==> src/rtl/decode_scoreboard.sv <==
// Decode-stage scoreboard: per-register in-flight write counters gate issue on
// RAW / WAW-depth hazards, and a small FSM holds fetch across control transfers.
module decode_scoreboard #(
  parameter int unsigned NUM_REGS   = 16,
  parameter int unsigned IDX_W      = 4,
  parameter int unsigned CNT_W      = 2,
  parameter int unsigned BR_TIMEOUT = 8
) (
  input  logic                I_CLOCK,
  input  logic                I_RESET_N,
  input  logic                I_LOCK,
  input  logic                I_IssueValid,
  input  logic                I_Src1Used,
  input  logic [IDX_W-1:0]    I_Src1Idx,
  input  logic                I_Src2Used,
  input  logic [IDX_W-1:0]    I_Src2Idx,
  input  logic                I_DestUsed,
  input  logic [IDX_W-1:0]    I_DestIdx,
  input  logic                I_IsBranch,
  input  logic                I_WbValid,
  input  logic [IDX_W-1:0]    I_WbIdx,
  input  logic                I_BranchResolved,
  output logic                O_Issue,
  output logic                O_DepStall,
  output logic                O_BranchStall,
  output logic [NUM_REGS-1:0] O_PendingMask,
  output logic [1:0]          O_Error
);

  localparam int unsigned TO_W = $clog2(BR_TIMEOUT + 1);

  localparam logic [CNT_W-1:0] CNT_ONE  = CNT_W'(1);
  localparam logic [CNT_W-1:0] CNT_MAX  = '1;
  localparam logic [TO_W-1:0]  TO_LAST  = TO_W'(BR_TIMEOUT - 1);

  localparam logic [1:0] S_IDLE     = 2'd0;
  localparam logic [1:0] S_BR_WAIT  = 2'd1;
  localparam logic [1:0] S_BR_DRAIN = 2'd2;

  logic [NUM_REGS-1:0][CNT_W-1:0] cnt, cnt_nxt;
  logic [1:0]      state, state_nxt;
  logic [TO_W-1:0] tcnt, tcnt_nxt;
  logic [1:0]      err_q;
  logic            uflow, to_hit;

  logic [CNT_W-1:0] src1_cnt, src2_cnt, dest_cnt;
  logic src1_busy, src2_busy, waw_full, hazard, cand;

  // Hazard detection; a retire of the last pending write frees the register this cycle
  always_comb begin
    src1_cnt  = cnt[I_Src1Idx];
    src2_cnt  = cnt[I_Src2Idx];
    dest_cnt  = cnt[I_DestIdx];
    src1_busy = (src1_cnt != '0) &&
                !(I_WbValid && (I_WbIdx == I_Src1Idx) && (src1_cnt == CNT_ONE));
    src2_busy = (src2_cnt != '0) &&
                !(I_WbValid && (I_WbIdx == I_Src2Idx) && (src2_cnt == CNT_ONE));
    waw_full  = I_DestUsed && (dest_cnt == CNT_MAX) &&
                !(I_WbValid && (I_WbIdx == I_DestIdx));
    hazard    = (I_Src1Used && src1_busy) || (I_Src2Used && src2_busy) || waw_full;
  end

  // Reset gating keeps every output low while I_RESET_N is asserted
  assign cand          = I_RESET_N && I_LOCK && I_IssueValid && (state == S_IDLE);
  assign O_Issue       = cand && !hazard;
  assign O_DepStall    = cand && hazard;
  assign O_BranchStall = I_RESET_N && ((state != S_IDLE) || (O_Issue && I_IsBranch));
  assign O_Error       = err_q;

  always_comb begin
    for (int i = 0; i < NUM_REGS; i++) begin
      O_PendingMask[i] = |cnt[i];
    end
  end

  // Pending-write counters; retire at zero is flagged rather than wrapped
  always_comb begin
    cnt_nxt = cnt;
    uflow   = 1'b0;
    for (int i = 0; i < NUM_REGS; i++) begin
      if (I_WbValid && (I_WbIdx == IDX_W'(i)) && (cnt[i] == '0)) begin
        uflow = 1'b1;
      end else if (O_Issue && I_DestUsed && (I_DestIdx == IDX_W'(i))) begin
        if (!(I_WbValid && (I_WbIdx == IDX_W'(i)))) cnt_nxt[i] = cnt[i] + CNT_ONE;
      end else if (I_WbValid && (I_WbIdx == IDX_W'(i))) begin
        cnt_nxt[i] = cnt[i] - CNT_ONE;
      end
    end
  end

  // Branch sequencing; everything holds while I_LOCK is low
  always_comb begin
    state_nxt = state;
    tcnt_nxt  = tcnt;
    to_hit    = 1'b0;
    if (I_LOCK) begin
      case (state)
        S_IDLE: begin
          if (O_Issue && I_IsBranch) state_nxt = S_BR_WAIT;
        end
        S_BR_WAIT: begin
          if (I_BranchResolved) begin
            state_nxt = S_BR_DRAIN;
          end else if (tcnt == TO_LAST) begin
            state_nxt = S_BR_DRAIN;
            to_hit    = 1'b1;
          end else begin
            tcnt_nxt = tcnt + TO_W'(1);
          end
        end
        S_BR_DRAIN: begin
          state_nxt = S_IDLE;
          tcnt_nxt  = '0;
        end
        default: begin
          state_nxt = S_IDLE;
          tcnt_nxt  = '0;
        end
      endcase
    end
  end

  always_ff @(posedge I_CLOCK or negedge I_RESET_N) begin
    if (!I_RESET_N) begin
      state <= S_IDLE;
      tcnt  <= '0;
      cnt   <= '0;
      err_q <= 2'b00;
    end else begin
      state <= state_nxt;
      tcnt  <= tcnt_nxt;
      cnt   <= cnt_nxt;
      err_q <= err_q | {to_hit, uflow};
    end
  end

endmodule

==> config.mk <==
export PLATFORM = sky130hd
export DESIGN_NAME = decode_scoreboard
export DESIGN_NICKNAME = d
export VERILOG_FILES = /design/src/rtl/decode_scoreboard.sv
export SDC_FILE = /design/constraint.sdc
export NUM_CORES = 1
export LEC_CHECK = 0
export BUFFER_PORTS_ARGS = -buffer_cell sky130_fd_sc_hd__buf_2
export CORE_MARGIN = 1
export CORE_UTILIZATION = 45
export DETAILED_ROUTE_END_ITERATION = 6
export GPL_ROUTABILITY_DRIVEN = 0
export PLACE_DENSITY = 0.68
export SYNTH_ARGS = -nofsm -noshare
export SYNTH_HDL_FRONTEND = slang
export SYNTH_SLANG_ARGS = --single-unit
==> constraint.sdc <==
create_clock -name I_CLOCK -period 2.8 [get_ports I_CLOCK]
set_input_delay 0.42 -clock I_CLOCK [delete_from_list [all_inputs] [get_ports I_CLOCK]]
set_output_delay 0.42 -clock I_CLOCK [all_outputs]
set_load 0.01 [all_outputs]
==> metrics, run 1 <==
result of the run=finished, violations left; violated checks=setup timing; top achievable clock speed=0.333 GHz; leak pwr=between 2 and 2.5 nW; pin count of the biggest net entering global routing=65; Boundary Pins=between 40 and 50; main combinational cell family by area after synthesis=simple AND/OR/NAND/NOR gates; CP Buf/Inv Count=1; DR vias/cell=6.53; wire length of the first global-routing pass=approximately 20000 um; Worst setup SP type=register; Final Hold Fails=0; nets in the synthesized netlist=479; number of global-route vias before repair=between 3000 and 4000; vias post-DR=between 4000 and 5000; Iter 0 DRT Violations=464; setup repair after global routing missed its margin=yes; Synth Warn #=0; Worst EP required=2380 ps; standard-cell row count=33; clock sinks=40; GRT overflow=0; max-cap viol count=0; critical path capture point type=output pin; number of cell instances on the worst register-to-register path=11; Post-Synth XOR/XNOR Area=0.0277; layout cells sized above 1=0.311; I/O Buffers=46; R2R Path Start=cnt[12]; library cell contributing the largest single delay on the critical path=sky130_fd_sc_hd__mux4_2; actual slew at the worst max-slew pin=753 ps; post-route design area=4650 sq um; cell with the most instances on the worst path=sky130_fd_sc_hd__mux4_2; die extent in y=between 90 and 100 um; DIE AREA=a little under 9000 sq um; number of antenna violations at the first check in global routing=0; Worst setup startpoint=cnt[12]; setup slack of the critical path after layout=-199 ps; ANT nets after route=0; critical path class=reg -> out; post-synthesis sequential element count=40; compound-cell area share of the yosys netlist=0.215; NumNets Final=554; min cycle time layout=3000 ps; core outline area=8180 sq um; ordered cell list for the critical path=mux4_2 > mux4_2 > and4_4 > a21o_4 > nor3b_4 > o2bb2ai_2 > buf_2; clock buffers created by TritonCTS=5; global routing usage summed across all routing layers=0.305; max-slew violations=0; leading register cell type out of synthesis=sky130_fd_sc_hd__dfrtp_1; total number of cells along the worst setup path=7; post-synth design cell area=between 3000 and 4000 sq um; total cell area at the placement stage=4340 sq um; Longest Clk Path Bufs=2; H-tree lvl count=2; # hold bufs at CTS=0; Final Routed Wirelength=roughly 13000 um; max-slew headroom at the worst pin=0.496; Die W=approximately 94 um; delay of the slowest cell on the worst path=480 ps; Final Instance Count excl. Fillers=633; clock transition time at the flip-flop clock pins of the worst setup and hold paths=90 ps; Area growth syn-to-layout=22.5%; cell count after placement=617; adder-cell area share of the yosys netlist=0.00329; ys async rst share=1.00; number of flops mapped to enable cells by yosys=0; Cells after Synth=452; min-delay worst type=in -> async; worst slack after detailed placement=-175 ps; DR pass1 iterations=6; sequential cell area fraction in the yosys report=0.263; crit path capture=O_BranchStall; detailed-route wire length per cell=between 20 and 25 um; number of distinct library cells after synthesis=50; initial core utilization=0.465; final routed DRC violation total=0; Peak supply drop=0.235 mV; simple-gate share of the synthesized area=0.277; endpoint of the lowest-slack register-to-register path=cnt[26]; multiplexer fraction of the synthesized cell area=0.156; cell class contributing the biggest share of worst-path delay=multiplexers; total power per unit cell area=371 nW/um^2; TritonCTS clock tree=done; number of setup violations in the final report=4; mean area per synthesized cell=8.41 sq um; Final Cycle Share=1.07; Critical Path AT=2580 ps; Clock Latency Late Sink=310 ps; worst clock skew on the final layout=5.83 ps; hpwl dp=9280 um; maximum fanout along the worst path=3; clk root buf=sky130_fd_sc_hd__clkbuf_8; antenna fix cells=0; total of fill cells in the finished design=765; slack of the worst reg-to-reg path=-30 ps
flip-flops by register name, indices dropped and copies added (netlist names):
register	flops
cnt	32
tcnt	4
O_Error	2
state	2
synthesized netlist by cell type (all sizes together), types with 2 or more instances:
| library cell | instances | area (sq um) |
|---|---|---|
| nand2 | 42 | 158 |
| mux2i | 4 | 40.0 |
| xnor2 | 5 | 43.8 |
| o2111ai | 5 | 43.8 |
| a21o | 2 | 15.0 |
| xor2 | 7 | 61.3 |
| mux4 | 21 | 484 |
| a211o | 17 | 149 |
| nor2b | 7 | 43.8 |
| dfrtp | 40 | 1000 |
| nand3 | 19 | 95.1 |
| a211oi | 14 | 105 |
| nand2b | 32 | 200 |
| clkbuf | 15 | 56.3 |
| o22ai | 9 | 56.3 |
| mux2 | 6 | 67.6 |
| a22oi | 2 | 15.0 |
| o21ai | 38 | 190 |
| inv | 22 | 82.6 |
| nor3 | 19 | 95.1 |
| or2 | 16 | 100 |
| nor2 | 28 | 105 |
| or3b | 2 | 17.5 |
| a21oi | 5 | 25.0 |
| o211ai | 18 | 135 |
| and2 | 3 | 18.8 |
| nand4 | 21 | 131 |
| buf | 12 | 82.6 |
| nor3b | 5 | 42.5 |
worst register-to-register path: cells and delay by family, from the launching register on:
| family | cells | cell delay (ps) |
|---|---|---|
| compound gates | 3 | 720 |
| flops | 1 | 470 |
| simple gates | 1 | 220 |
| mux | 3 | 750 |
| buf+inv | 4 | 590 |
cell families (layout without fill, tap and decap cells):
| family | after synthesis | in the layout |
|---|---|---|
| XOR/XNOR | 12 | 12 |
| adder cells (fa/ha/maj) | 1 | 1 |
| AND/OR/NAND/NOR | 200 | 200 |
| buffers and inverters | 49 | 125 |
| multiplexers | 31 | 31 |
| AO/OA/AOI/OAI | 119 | 119 |
| flip-flops | 40 | 40 |
metrics by stage:
stage	utilization	power, mW	hold WS [ps]	TNS [ps]
global placement	0.531	0.997	436	-268
CTS	0.554	1.70	286	-283
floorplan	-	0.849	124	0
global route	0.569	1.79	307	-1080
finish	0.569	1.73	257	-476
detailed placement	0.531	1.00	446	-1440
cell usage in the layout (no fill, tap or decap), types with 21 or more instances in the layout:
cell and count:
sky130_fd_sc_hd__buf_2 46, sky130_fd_sc_hd__buf_4 42, sky130_fd_sc_hd__dfrtp_1 36, sky130_fd_sc_hd__inv_1 22
sky130_fd_sc_hd__mux4_2 21, sky130_fd_sc_hd__nand2_1 42, sky130_fd_sc_hd__nand2b_1 32, sky130_fd_sc_hd__nand4_1 21
sky130_fd_sc_hd__nor2_1 28, sky130_fd_sc_hd__o21ai_0 29
routing by layer:
layer  vias up  track usage  share of wire
li1       1843            -              -
met3        82       0.0558           0.10
met5         -            0              0
met4         0        0.176          0.057
met2       262        0.491           0.46
met1      1946        0.384           0.38
how the worst min path moves through the flow:
stage / startpoint / end / slack (ps) / cells after the start
3_5_place_dp: O_Error[1] / O_Error[1] / 450 / 1
3_3_place_gp: O_Error[1] / O_Error[1] / 440 / 1
6_report: I_RESET_N / state[1] / 260 / 2
5_1_grt: I_RESET_N / state[1] / 310 / 2
2_1_floorplan: I_RESET_N / O_Error[0] / 120 / 0
4_1_cts: I_RESET_N / O_Error[1] / 290 / 2
final cells by class:
cell class	count	area, sq um	area share
Multi-Input combinational cell	363	2630	0.565
Sequential cell	40	1010	0.216
Inverter	22	82.6	0.0177
Tap cell	105	131	0.0282
Timing Repair Buffer	95	647	0.139
Clock inverter	3	90.1	0.0194
Clock buffer	5	68.8	0.0148
timing repair:
action | CTS | global route
resized for setup | 7 | 27
setup endpoints to repair | 3 | 15
gates cloned | 0 | 1
pin swaps | 3 | 9
hold endpoints to repair | 0 | 0
setup buffers | 4 | 3
power breakdown:
| group | leakage (nW) | total (mW) | internal (mW) | switching [mW] |
|---|---|---|---|---|
| sequential | 0.543 | 0.619 | 0.596 | 0.0234 |
| clock | 0.0784 | 0.689 | 0.446 | 0.242 |
| combinational | 1.43 | 0.419 | 0.181 | 0.238 |
| total | 2.05 | 1.73 | 1.22 | 0.504 |
Power figures use the tool's default switching activity.
==> run 2: changes to the inputs <==
--- a/config.mk
+++ b/config.mk
@@ -5,7 +5,7 @@
 export SDC_FILE = /design/constraint.sdc
 export NUM_CORES = 1
 export LEC_CHECK = 0
-export BUFFER_PORTS_ARGS = -buffer_cell sky130_fd_sc_hd__buf_2
+export BUFFER_PORTS_ARGS = -buffer_cell sky130_fd_sc_hd__buf_4
 export CORE_MARGIN = 1
 export CORE_UTILIZATION = 45
 export DETAILED_ROUTE_END_ITERATION = 6
==> metrics, run 2 (synthesis gave the netlist of run 1 again) <==
result of the run=finished, violations left; violated checks=setup timing; die extent in y=93.9 um (unchanged); cell class contributing the biggest share of worst-path delay=multiplexers; Combinational Power Share=0.295 (+0.053); Reg with most FFs=cnt; Fin Hold WS=215 ps (-42.0 ps); setup repair after global routing missed its margin=yes; standard-cell row count=33 (unchanged); number of antenna violations at the first check in global routing=0 (unchanged); cell with the most instances on the worst path=sky130_fd_sc_hd__mux4_2; min cycle time layout=2980 ps (-18.8 ps); max-slew headroom at the worst pin=0.466 (-0.0301); library cell contributing the largest single delay on the critical path=sky130_fd_sc_hd__mux4_2; slack of the worst reg-to-reg path=100 ps (+130 ps); leak pwr=2.00 nW (-2.7%); clk root buf=sky130_fd_sc_hd__clkbuf_8; cell internal pwr=0.956 mW (-22%); switching power as a share of total power=0.325 (+0.0336); Final Hold Fails=0 (unchanged); I/O Buffers=46 (unchanged); max-cap viol count=0 (unchanged); setup slack of the critical path after layout=-180 ps (+18.8 ps); critical path capture point type=output pin; Final Cycle Share=1.06 (-0.00673); DR pass1 iterations=4 (-2); TritonCTS clock tree=done; Util after Layout=0.563 (-0.00643); top achievable clock speed=0.336 GHz (+0.63%); clock transition time at the flip-flop clock pins of the worst setup and hold paths=90 ps (about the same); min-delay worst type=in -> async; pin count of the biggest net entering global routing=42 (-35%); ordered cell list for the critical path=mux4_2 > mux4_2 > and4_1 > a21o_2 > nor3b_4 > o2bb2ai_2 > buf_4; vias post-DR=4032 (-2.4%); actual slew at the worst max-slew pin=799 ps (+46.3 ps); GRT overflow=0 (unchanged); Peak supply drop=0.164 mV (-30%); initial core utilization=0.465 (unchanged); power share of the sequential group=0.436 (+0.077); Longest Clk Path Bufs=2 (unchanged); P_sw=0.461 mW (-8.5%); DIE AREA=8820 sq um (unchanged); clock sinks=40 (unchanged); NumNets Final=549 (-0.90%); Worst EP required=2380 ps (about the same); ANT nets after route=0 (unchanged); sum of internal, switching and leakage power=1.42 mW (-18%); # hold bufs at CTS=0 (unchanged); core outline area=8180 sq um (unchanged); commonest non-fill, non-tap cell in the layout=sky130_fd_sc_hd__buf_4; Area growth syn-to-layout=21.1%; clock buffers created by TritonCTS=5 (unchanged); total of fill cells in the finished design=752 (-1.7%); commonest cells after routing, fill and taps aside=sky130_fd_sc_hd__buf_4 (80), sky130_fd_sc_hd__nand2_1 (42), sky130_fd_sc_hd__dfrtp_1 (35); Final Instance Count excl. Fillers=627 (-0.95%); Final Routed Wirelength=12500 um (-4.7%); wire length of the first global-routing pass=19600 um (-2.7%); global routing usage summed across all routing layers=0.297 (-0.00800); detailed-route wire length per cell=19.9 um (-3.8%); largest registers=cnt x32, tcnt x4; post-route design area=4600 sq um (-1.1%); antenna fix cells=0 (unchanged); max-slew violations=0 (unchanged); Iter 0 DRT Violations=371 (-20%); final routed DRC violation total=0 (unchanged); Boundary Pins=47 (unchanged); worst clock skew on the final layout=14.5 ps (+8.67 ps); CP Buf/Inv Count=1 (unchanged); critical path class=reg -> out; max FFs per register=32 (unchanged); Critical Path AT=2560 ps (-20 ps); number of global-route vias before repair=3745 (-4.2%); total cell area at the placement stage=4420 sq um (+1.8%); maximum fanout along the worst path=3 (unchanged); cell count after placement=612 (-0.81%); Worst setup SP type=register; DR vias/cell=6.43 (-1.5%); Clock Latency Late Sink=300 ps (about the same); total power per unit cell area=308 nW/um^2 (-17%); layout cells sized above 1=0.291 (-0.0194); H-tree lvl count=2 (unchanged); delay of the slowest cell on the worst path=470 ps (about the same); number of setup violations in the final report=3 (-1); hpwl dp=9330 um (+0.52%); clock share of power=0.269 (-0.130); Die W=93.9 um (unchanged)
run 2: cell count changes in the layout (fill, tap and decap cells not counted), sizes merged:
cell / previous run / this run
buf: 94 / 90
bufinv: 3 / 0
clkinv: 0 / 1
run 2: per-layer routing:
metal | vias to the layer above | GRT usage | wire length, um
met5 | - | 0 | 0
met4 | 0 | 0.136 | 583
met3 | 49 | 0.0453 | 1040
met2 | 220 | 0.482 | 5830
met1 | 1923 | 0.390 | 5030
li1 | 1840 | - | -
run 2: area by class of cell:
type / count / area [sq um] / area share
multi-input combinational: 363 / 2590 / 0.563
sequential: 40 / 1010 / 0.219
inverter: 22 / 82.6 / 0.0179
clock buffer: 6 / 72.6 / 0.0158
timing repair buffer: 90 / 713 / 0.155
clock inverter: 1 / 5.00 / 0.00109
tap: 105 / 131 / 0.0285
run 2: worst paths after layout:
path | start | to | cells after the start
min in group I_CLOCK | I_LOCK | state[1] | 2
hold reg to reg | O_Error[1] | O_Error[1] | 1
setup / recovery | cnt[12] | O_BranchStall | 7
hold / removal | I_RESET_N | cnt[4] | 2
max in group asynchronous | I_RESET_N | cnt[14] | 2
setup reg to reg | cnt[12] | cnt[28] | 12
run 2: timing repair:
action                     4_1_cts  5_1_grt
pin swaps                        4        3
setup buffers                    4        4
resized for setup                4       21
setup endpoints to repair        2        9
run 2: stage by stage:
step	TNS [ps]	setup WS, ps
global route	-677	-251
detailed placement	-157	-131
global placement	-72.4	-72.4
floorplan	0	6.64
CTS	-311	-204
finish	-429	-180
run 2: power by group through the flow:
stage	sequential (mW)	clock [mW]	combinational [mW]
detailed placement	0.627	0	0.391
CTS	0.615	0.387	0.400
global placement	0.628	0	0.383
floorplan	0.629	0	0.220
finish	0.618	0.381	0.418
global route	0.619	0.416	0.447
==> run 3: changes to the inputs <==
--- a/config.mk
+++ b/config.mk
@@ -10,7 +10,7 @@
 export CORE_UTILIZATION = 45
 export DETAILED_ROUTE_END_ITERATION = 6
 export GPL_ROUTABILITY_DRIVEN = 0
-export PLACE_DENSITY = 0.68
+export PLACE_DENSITY = 0.65
 export SYNTH_ARGS = -nofsm -noshare
 export SYNTH_HDL_FRONTEND = slang
 export SYNTH_SLANG_ARGS = --single-unit
==> constraint.sdc (replaced) <==
create_clock -name I_CLOCK -period 3.05 [get_ports I_CLOCK]
set_input_delay 0.4575 -clock I_CLOCK [delete_from_list [all_inputs] [get_ports I_CLOCK]]
set_output_delay 0.4575 -clock I_CLOCK [all_outputs]
set_load 0.01 [all_outputs]
==> metrics, run 3 (synthesis gave the netlist of run 1 again) <==
Boundary Pins=47 (unchanged); wire length of the first global-routing pass=19600 um (-0.46%); final routed DRC violation total=0 (unchanged); ANT nets after route=0 (unchanged); Final Hold Fails=0 (unchanged); NumNets Final=540 (-1.6%); Reg with most FFs=cnt; min cycle time layout=3060 ps; layout cells sized above 1=0.276 (-0.0149); cell class contributing the biggest share of worst-path delay=multiplexers; library cell contributing the largest single delay on the critical path=sky130_fd_sc_hd__mux4_2; ordered cell list for the critical path=mux4_2 > mux4_2 > and4_1 > a21o_2 > nor3b_4 > buf_4 > buf_6; Final Cycle Share=1.00; highest-utilization routing layer at the global route stage=met2; Longest Clk Path Bufs=2 (unchanged); maximum fanout along the worst path=4 (+1); largest registers=cnt x32, tcnt x4; CP Buf/Inv Count=2 (+1); max FFs per register=32 (unchanged); Critical Path AT=2600 ps (+40 ps); initial core utilization=0.465 (unchanged); Die W=93.9 um (unchanged); number of antenna violations at the first check in global routing=1 (+1); antenna fix cells=0 (unchanged); Fin Hold WS=226 ps (+10.9 ps); number of global-route vias before repair=3641 (-2.8%); max-cap viol count=0 (unchanged); GRT overflow=0 (unchanged); setup repair after global routing missed its margin=yes; sum of internal, switching and leakage power=1.42 mW (about the same); result of the run=finished, violations left; I/O Buffers=46 (unchanged); clock transition time at the flip-flop clock pins of the worst setup and hold paths=100 ps (about the same); max-slew headroom at the worst pin=0.453 (-0.0127); total power per unit cell area=311 nW/um^2 (+1.1%); min-delay worst type=in -> async; TritonCTS clock tree=done; DR pass1 iterations=5 (+1); violated checks=setup timing; actual slew at the worst max-slew pin=818 ps (+19.0 ps); commonest non-fill, non-tap cell in the layout=sky130_fd_sc_hd__buf_4; Worst setup SP type=register; die extent in y=93.9 um (unchanged); DR vias/cell=6.38 (-0.82%); leak pwr=1.97 nW (-1.3%); total of fill cells in the finished design=763 (+1.5%); pin count of the biggest net entering global routing=65 (+55%); global routing usage summed across all routing layers=0.295 (-0.00247); Peak supply drop=0.186 mV (+14%); area used by sequential logic in the layout=1010 sq um (unchanged); Worst EP required=2590 ps (+210 ps); worst slack after detailed placement=9.44 ps (+140 ps); standard-cell row count=33 (unchanged); clk root buf=sky130_fd_sc_hd__clkbuf_8; critical path capture point type=output pin; met1 usage in global routing=0.381 (-0.00936); Area growth syn-to-layout=19.7%; detailed-route wire length per cell=19.8 um (-0.47%); critical path class=reg -> out; setup slack of the critical path after layout=-7.46 ps (+173 ps); cell with the most instances on the worst path=sky130_fd_sc_hd__mux4_2; clock sinks=40 (unchanged); DIE AREA=8820 sq um (unchanged); Iter 0 DRT Violations=224 (-40%); worst clock skew on the final layout=9.02 ps (-5.49 ps); core outline area=8180 sq um (unchanged); routing usage on met3=0.0680 (+0.0227); multi-input combinational cell area=2580 sq um (-0.24%); number of setup violations in the final report=1 (-2); Clock Latency Late Sink=310 ps (about the same); vias post-DR=3948 (-2.1%); top achievable clock speed=approximately 0.33 GHz; Final Routed Wirelength=12300 um (-1.7%); hpwl dp=8970 um (-3.8%); H-tree lvl count=2 (unchanged); max-slew violations=0 (unchanged); clock buffers created by TritonCTS=5 (unchanged); met2 track utilization from global routing=0.470 (-0.0122); # hold bufs at CTS=0 (unchanged); commonest cells after routing, fill and taps aside=sky130_fd_sc_hd__buf_4 (78), sky130_fd_sc_hd__nand2_1 (42), sky130_fd_sc_hd__o21ai_0 (37); delay of the slowest cell on the worst path=490 ps (+20 ps)
-- run 3: cell count changes in the layout (fill, tap and decap cells not counted), moves of 2 or more --
| cell | before | now |
|---|---|---|
| sky130_fd_sc_hd__o21ai_0 | 33 | 37 |
| sky130_fd_sc_hd__o21ai_1 | 5 | 1 |
| sky130_fd_sc_hd__buf_4 | 80 | 78 |
| sky130_fd_sc_hd__a211oi_2 | 2 | 0 |
| sky130_fd_sc_hd__a211oi_1 | 12 | 14 |
| sky130_fd_sc_hd__buf_6 | 10 | 2 |
-- run 3: repair_timing --
action,CTS,global route
setup buffers,10,1
endpoints found under the hold margin,0,0
pin swaps,3,4
endpoints found under the setup margin,2,3
resized for setup,8,4
-- run 3: power breakdown --
group	switching, mW	internal, mW	leakage [nW]
Sequential	0.0192	0.547	0.541
Combinational	0.204	0.166	1.38
Clock	0.232	0.247	0.0548
Total	0.455	0.961	1.97
-- run 3: worst paths after layout --
path                             from    endpoint  slack [ps]  depth (start not counted)
setup / recovery              cnt[14]     O_Issue          -7                          7
hold / removal              I_RESET_N  O_Error[1]         230                          2
setup reg to reg              cnt[14]     cnt[15]         350                          7
hold reg to reg            O_Error[1]  O_Error[1]         470                          1
max in group asynchronous   I_RESET_N      cnt[6]        2410                          2
min in group I_CLOCK           I_LOCK    state[1]         350                          2
-- run 3: through the flow --
stage	TNS, ps	area [sq um]	util	std cells
2_1_floorplan	0	3800	-	452
3_3_place_gp	0	4320	0.528	600
3_5_place_dp	0	4320	0.528	600
4_1_cts	-8.75	4530	0.554	618
5_1_grt	-104	4550	0.556	619
6_report	-7.46	4550	0.556	619
-- run 3: area by class of cell --
| class | instances | area share |
|---|---|---|
| multi-input combinational | 363 | 0.568 |
| tap | 105 | 0.0289 |
| sequential | 40 | 0.221 |
| clock inverter | 3 | 0.0102 |
| clock buffer | 5 | 0.0151 |
| inverter | 22 | 0.0182 |
| timing repair buffer | 81 | 0.138 |
-- run 3: layer usage --
layer / part of all wire / routed length (um) / vias up
li1: - / - / 1822
met3: 0.082 / 1000 / 37
met4: 0.037 / 452 / 2
met1: 0.41 / 4990 / 1902
met5: 0.0029 / 35 / -
met2: 0.47 / 5800 / 185
-- run 3: worst register-to-register path: cells and delay by family (launching register included) --
kind,cells,cell delay (ps)
buffers and inverters,1,310
AND/OR/NAND/NOR,2,570
flip-flops,1,460
AO/OA/AOI/OAI,2,370
multiplexers,2,950
